[src/rtl/usb_tx_sched.sv]
// USB transmit scheduler: round-robin grant among packet sources, then SYNC/PID/payload
// serialization LSB-first, EOP request and inter-packet gap, frozen by the stuffer's stall.
module usb_tx_sched #(
    parameter  int NREQ       = 3,
    parameter  int MAX_BITS   = 64,
    parameter  int IFG_CYCLES = 2,
    localparam int LENW       = $clog2(MAX_BITS + 1)
) (
    input  logic                     clk,
    input  logic                     rst_b,
    input  logic [NREQ-1:0]          req,
    input  logic [NREQ*8-1:0]        pid,
    input  logic [NREQ*MAX_BITS-1:0] payload,
    input  logic [NREQ*LENW-1:0]     len,
    input  logic                     stall,
    output logic [NREQ-1:0]          gnt,
    output logic [NREQ-1:0]          done,
    output logic                     bit_out,
    output logic                     bit_valid,
    output logic                     start,
    output logic                     eop,
    output logic                     busy
);

    localparam int PW   = (NREQ > 1) ? $clog2(NREQ) : 1;
    localparam int IDXW = (MAX_BITS > 1) ? $clog2(MAX_BITS) : 1;

    localparam logic [2:0] S_IDLE = 3'd0;
    localparam logic [2:0] S_SYNC = 3'd1;
    localparam logic [2:0] S_PID  = 3'd2;
    localparam logic [2:0] S_DATA = 3'd3;
    localparam logic [2:0] S_EOP  = 3'd4;
    localparam logic [2:0] S_GAP  = 3'd5;

    localparam logic [LENW-1:0] CNT_ONE       = LENW'(1);
    localparam logic [LENW-1:0] CNT_BYTE_LAST = LENW'(7);
    localparam logic [LENW-1:0] LEN_MAX       = LENW'(MAX_BITS);

    logic [2:0]          state;
    logic [LENW-1:0]     cnt;
    logic [LENW-1:0]     len_q;
    logic [PW-1:0]       ptr;
    logic [PW-1:0]       win;
    logic [PW-1:0]       win_q;
    logic                found;
    logic [7:0]          pid_q;
    logic [7:0]          sel_pid;
    logic [MAX_BITS-1:0] payload_q;
    logic [MAX_BITS-1:0] sel_payload;
    logic [LENW-1:0]     sel_len;
    logic [LENW-1:0]     len_clamped;
    logic                last_bit_q;
    logic                cur_bit;
    logic                in_bits;
    logic                gap_last;

    // Two passes: indices at/after the pointer first, then the wrapped-around ones.
    always_comb begin
        found = 1'b0;
        win   = '0;
        for (int i = 0; i < NREQ; i++) begin
            if (!found && req[i] && (PW'(i) >= ptr)) begin
                found = 1'b1;
                win   = PW'(i);
            end
        end
        for (int i = 0; i < NREQ; i++) begin
            if (!found && req[i]) begin
                found = 1'b1;
                win   = PW'(i);
            end
        end
    end

    always_comb begin
        sel_pid     = '0;
        sel_payload = '0;
        sel_len     = '0;
        for (int i = 0; i < NREQ; i++) begin
            if (win == PW'(i)) begin
                sel_pid     = pid[8*i +: 8];
                sel_payload = payload[MAX_BITS*i +: MAX_BITS];
                sel_len     = len[LENW*i +: LENW];
            end
        end
        len_clamped = (sel_len > LEN_MAX) ? LEN_MAX : sel_len;
    end

    always_comb begin
        case (state)
            S_SYNC:  cur_bit = (cnt == CNT_BYTE_LAST);
            S_PID:   cur_bit = pid_q[cnt[2:0]];
            S_DATA:  cur_bit = payload_q[cnt[IDXW-1:0]];
            default: cur_bit = 1'b0;
        endcase
    end

    // gnt is gated by rst_b so a held request cannot show a grant while in reset.
    always_comb begin
        gnt = '0;
        if ((state == S_IDLE) && found && rst_b) gnt[win] = 1'b1;
        done = '0;
        if ((state == S_EOP) && (cnt == CNT_ONE)) done[win_q] = 1'b1;
    end

    assign in_bits   = (state == S_SYNC) || (state == S_PID) || (state == S_DATA);
    assign bit_valid = in_bits && !stall;
    assign bit_out   = in_bits && (stall ? last_bit_q : cur_bit);
    assign start     = (state == S_SYNC) && (cnt == '0) && !stall;
    assign eop       = (state == S_EOP);
    assign busy      = (state != S_IDLE);
    assign gap_last  = (int'(cnt) >= IFG_CYCLES - 1);

    always_ff @(posedge clk or negedge rst_b) begin
        if (!rst_b) begin
            state      <= S_IDLE;
            cnt        <= '0;
            len_q      <= '0;
            ptr        <= '0;
            win_q      <= '0;
            pid_q      <= '0;
            payload_q  <= '0;
            last_bit_q <= 1'b0;
        end else begin
            if (in_bits && !stall) last_bit_q <= cur_bit;
            case (state)
                S_IDLE: begin
                    if (found) begin
                        state      <= S_SYNC;
                        cnt        <= '0;
                        win_q      <= win;
                        ptr        <= (win == PW'(NREQ - 1)) ? '0 : win + PW'(1);
                        pid_q      <= sel_pid;
                        payload_q  <= sel_payload;
                        len_q      <= len_clamped;
                        last_bit_q <= 1'b0;
                    end
                end
                S_SYNC: begin
                    if (!stall) begin
                        if (cnt == CNT_BYTE_LAST) begin
                            state <= S_PID;
                            cnt   <= '0;
                        end else begin
                            cnt <= cnt + CNT_ONE;
                        end
                    end
                end
                S_PID: begin
                    if (!stall) begin
                        if (cnt == CNT_BYTE_LAST) begin
                            state <= (len_q != '0) ? S_DATA : S_EOP;
                            cnt   <= '0;
                        end else begin
                            cnt <= cnt + CNT_ONE;
                        end
                    end
                end
                S_DATA: begin
                    if (!stall) begin
                        if (cnt == len_q - CNT_ONE) begin
                            state <= S_EOP;
                            cnt   <= '0;
                        end else begin
                            cnt <= cnt + CNT_ONE;
                        end
                    end
                end
                S_EOP: begin
                    if (cnt == CNT_ONE) begin
                        state <= (IFG_CYCLES > 0) ? S_GAP : S_IDLE;
                        cnt   <= '0;
                    end else begin
                        cnt <= cnt + CNT_ONE;
                    end
                end
                S_GAP: begin
                    if (gap_last) begin
                        state <= S_IDLE;
                        cnt   <= '0;
                    end else begin
                        cnt <= cnt + CNT_ONE;
                    end
                end
                default: begin
                    state <= S_IDLE;
                    cnt   <= '0;
                end
            endcase
        end
    end

endmodule

[config.mk]
export PLATFORM = sky130hd
export DESIGN_NAME = usb_tx_sched
export DESIGN_NICKNAME = d
export VERILOG_FILES = /design/src/rtl/usb_tx_sched.sv
export SDC_FILE = /design/constraint.sdc
export NUM_CORES = 1
export LEC_CHECK = 0
export ABC_AREA = 1
export CAP_MARGIN = 20
export CORE_MARGIN = 4
export CORE_UTILIZATION = 40
export DETAILED_ROUTE_END_ITERATION = 12
export HOLD_SLACK_MARGIN = 0.05
export PLACE_DENSITY_LB_ADDON = 0.05
export SYNTH_ARGS = -nofsm -noshare
export SYNTH_HDL_FRONTEND = slang
export SYNTH_SLANG_ARGS = --single-unit
[constraint.sdc]
create_clock -name clk -period 2.3 [get_ports clk]
set_input_delay 0.575 -clock clk [delete_from_list [all_inputs] [get_ports clk]]
set_output_delay 0.575 -clock clk [all_outputs]
set_load 0.05 [all_outputs]
==> results.sh <==
export IMPL_grt_pass1_wl_mm=34.93
export IMPL_grt_max_degree=95
export IMPL_cts_root_to_sink_buffers=2
export IMPL_synth_cell_types=34
export IMPL_p_seq_frac=0.261
export IMPL_async_reset_ff_frac=1.000
export IMPL_core_area_um2=14700
export IMPL_fin_hold_ws_ns=0.2950
export IMPL_tns_ns=-1.476
export IMPL_p_int_mw=6.165
export IMPL_grt_pass1_vias=7080
export IMPL_arrival_ns=2.19
export IMPL_drt_iter0_drc=525
export IMPL_end_kind="output port"
export IMPL_die_x_um=131.3
export IMPL_clockRootBuffer="clkbuf_16"
export IMPL_power_share_combinational=0.604
export IMPL_die_area_um2=17240
export IMPL_critPathMaxStageDelay_ns=0.50
export IMPL_crit_required_ns=1.73
export IMPL_p_leak_nw=4.402
export IMPL_worst_slack_ns=-0.4676
export IMPL_pre_cts_slack_ns=-0.4935
export IMPL_slew_headroom=0.6461
export IMPL_rsz0062_at_grt="yes"
export IMPL_cts_sinks=94
export IMPL_hold_path_class="input port to asynchronous set/reset pin"
export IMPL_firstDrtPassIters=6
export IMPL_clk_latency_ns=0.35
export IMPL_startpoint_type="flop"
export IMPL_period_minus_slack_ns=2.768
export IMPL_clk_pin_slew_ns=0.07
export IMPL_path_delay_family="simple AND/OR/NAND/NOR gates"
export IMPL_port_buffers=253
export IMPL_synth_fp_nets=1115
export IMPL_finalHoldViolations=0
export IMPL_setup_viol=8
export IMPL_rows=44
export IMPL_powerDensity_nw_per_um2=1117
export IMPL_drive_above_1_share=0.1521
export IMPL_crit_chain="inv_4 > buf_12 > buf_16 > o21ai_1 > nand3_1 > nand3_1 > nand2_1 > nand3_1 > nand2_2 > nand2_2 > nand2_2 > nand2_2 > nand2_2 > buf_12"
export IMPL_antenna_found_initial=0
export IMPL_fin_crit_sh=1.203
export IMPL_fillers=1297
export IMPL_drv_slew=0
export IMPL_gp_congestion=0.9259
export IMPL_worst_slew_pin_slew_ns=0.5309
export IMPL_synth_warnings=0
export IMPL_ant_nets=0
export IMPL_vdd_drop_max_mv=0.6202
export IMPL_yosysSeqAreaShare=0.3867
export IMPL_fmax_ghz=0.3613
export IMPL_maxCapViolCount=0
export IMPL_synth_largest_area_cell="dfrtp_1"
export IMPL_ys_seq_elements=94
export IMPL_cts_tree="built"
export IMPL_synth_flop_cell="dfrtp_1"
export IMPL_violations="negative setup slack"
export IMPL_run_status="finished with violations"
export IMPL_netlist_area_leader_share=0.3867
export IMPL_post_drt_wl_per_cell_um=16.67
export IMPL_sw_frac_of_total=0.4490
export IMPL_skew_ns=0.01131
export IMPL_die_h_um=131.3
export IMPL_worst_setup_path_type="flop to output port"
export IMPL_dp_hpwl_mm=16.32
export IMPL_crit_fanout=13
export IMPL_p_sw_mw=5.023
export IMPL_wirelength_mm=22.47
export IMPL_p_clk_frac=0.136
export IMPL_syn_area_per_cell_um2=7.008
export IMPL_overflow=0
export IMPL_crit_buf_inv=4
export IMPL_grt_usage=0.2473
export IMPL_vias=7106
export IMPL_io_pins=254
export IMPL_synth_area_leaders="dfrtp_1, nand2_1, a21oi_1"
export IMPL_crit_path_top_delay_cell="dfrtp_2"
export IMPL_syn_to_final_growth_pct=64.58
export IMPL_drc=0
export IMPL_finalNetCount=1406
export IMPL_initial_utilization=0.4139
export IMPL_syn_area_um2=6083
export IMPL_via_per_inst=5.272
export IMPL_htreeDepth=3
export IMPL_cp_common_cell="nand2_2"
export IMPL_diodes=0
export IMPL_cts_buffers=9
export IMPL_netlist_instances=868
export IMPL_synth_edf_count=0
export IMPL_yosysMostFrequentCell="nand2_1"
export IMPL_fin_util=0.6811
export IMPL_synth_top_cells_by_count="nand2_1, nor2_1, a21oi_1, dfrtp_1"
-- cell type report --
| type | instances | area, um^2 | area share |
|---|---|---|---|
| Timing Repair Buffer | 336 | 3408 | 0.3404 |
| Clock inverter | 3 | 25.02 | 0.002499 |
| Inverter | 57 | 219.0 | 0.02187 |
| Multi-Input combinational cell | 661 | 3495 | 0.3490 |
| Sequential cell | 94 | 2355 | 0.2352 |
| Clock buffer | 13 | 280.3 | 0.02799 |
| Tap cell | 184 | 230.2 | 0.02299 |
-- what timing repair did --
| action | 4_1_cts | 5_1_grt |
|---|---|---|
| hold endpoints to repair | 0 | 0 |
| resized for setup | 44 | 31 |
| cloned | 1 | 2 |
| pin swaps | 12 | 10 |
| setup buffers | 12 | 5 |
| hold buffers | 0 | 0 |
| setup endpoints to repair | 67 | 76 |
-- cell usage in the layout (no fill, tap or decap), drive strengths merged --
master	count
clkinv	2
nand4	3
nor2	115
or2	7
xnor2	4
nor3	7
clkdlybuf4s15	2
ha	4
nand3	56
a21oi	110
nand2	195
o211ai	6
buf	93
a211oi	1
xor2	10
inv	57
nor4	1
clkinvlp	1
clkdlybuf4s50	238
a31oi	6
a22oi	56
o221ai	5
o2111ai	1
o31ai	3
o21bai	2
dfrtp	94
dlygate4sd2	1
o21ai	67
a21boi	1
and2	1
clkbuf	15
-- sequential cells by signal (all words and copies together) (netlist names) --
signal	flops
state	3
len_q	7
cnt	7
pid_q	8
ptr	2
last_bit_q	1
payload_q	64
win_q	2
-- path summary, 6_finish.rpt --
path                               start       endpoint  slack, ns  cells after the start
hold reg to reg            payload_q[36]  payload_q[36]       0.49                      2
min in group clk           payload_q[36]  payload_q[36]       0.49                      2
hold / removal                     rst_b       win_q[1]       0.30                      2
max in group asynchronous          rst_b  payload_q[13]       1.58                      2
setup / recovery                  cnt[0]        bit_out      -0.47                     14
setup reg to reg                  ptr[0]         cnt[2]          0                     16
-- power groups by stage --
stage	clock [mW]	sequential, mW	combinational (mW)
after global routing	1.61	3.00	7.48
after floorplan	0	2.77	4.00
final	1.52	2.92	6.75
after CTS	1.55	2.89	6.38
after detailed placement	0	2.91	6.06
after global placement	0	2.90	5.96
-- worst register-to-register path, delay by kind of cell (launching register included) --
family / cells / cell delay [ns]
and+or+nand+nor: 5 / 0.53
AOI/OAI and AO/OA: 3 / 0.34
buffers and inverters: 8 / 0.88
DFF: 1 / 0.42
-- per-layer routing --
layer,vias up,global-route usage,routed length (um)
li1,3521,-,-
met1,3325,0.2940,9039
met2,228,0.4588,11760
met3,32,0.05275,1260
met4,0,0.05484,418
met5,-,0,0
-- per-stage QoR --
stage,power [mW],std cells,instance area (um^2)
floorplan,6.764,868,6136
global placement,8.854,1312,9250
detailed placement,8.972,1312,9250
CTS,10.81,1341,9797
global route,12.10,1348,10010
finish,11.19,1348,10010
-- cell families after synthesis --
| logic type | count (synthesis) | share of synthesized area |
|---|---|---|
| compound gates | 258 | 0.2491 |
| buf+inv | 113 | 0.07877 |
| fa+ha+maj | 4 | 0.008227 |
| xor+xnor | 14 | 0.02016 |
| flops | 94 | 0.3867 |
| simple gates | 385 | 0.2571 |
(Power assumes the default switching activity.)
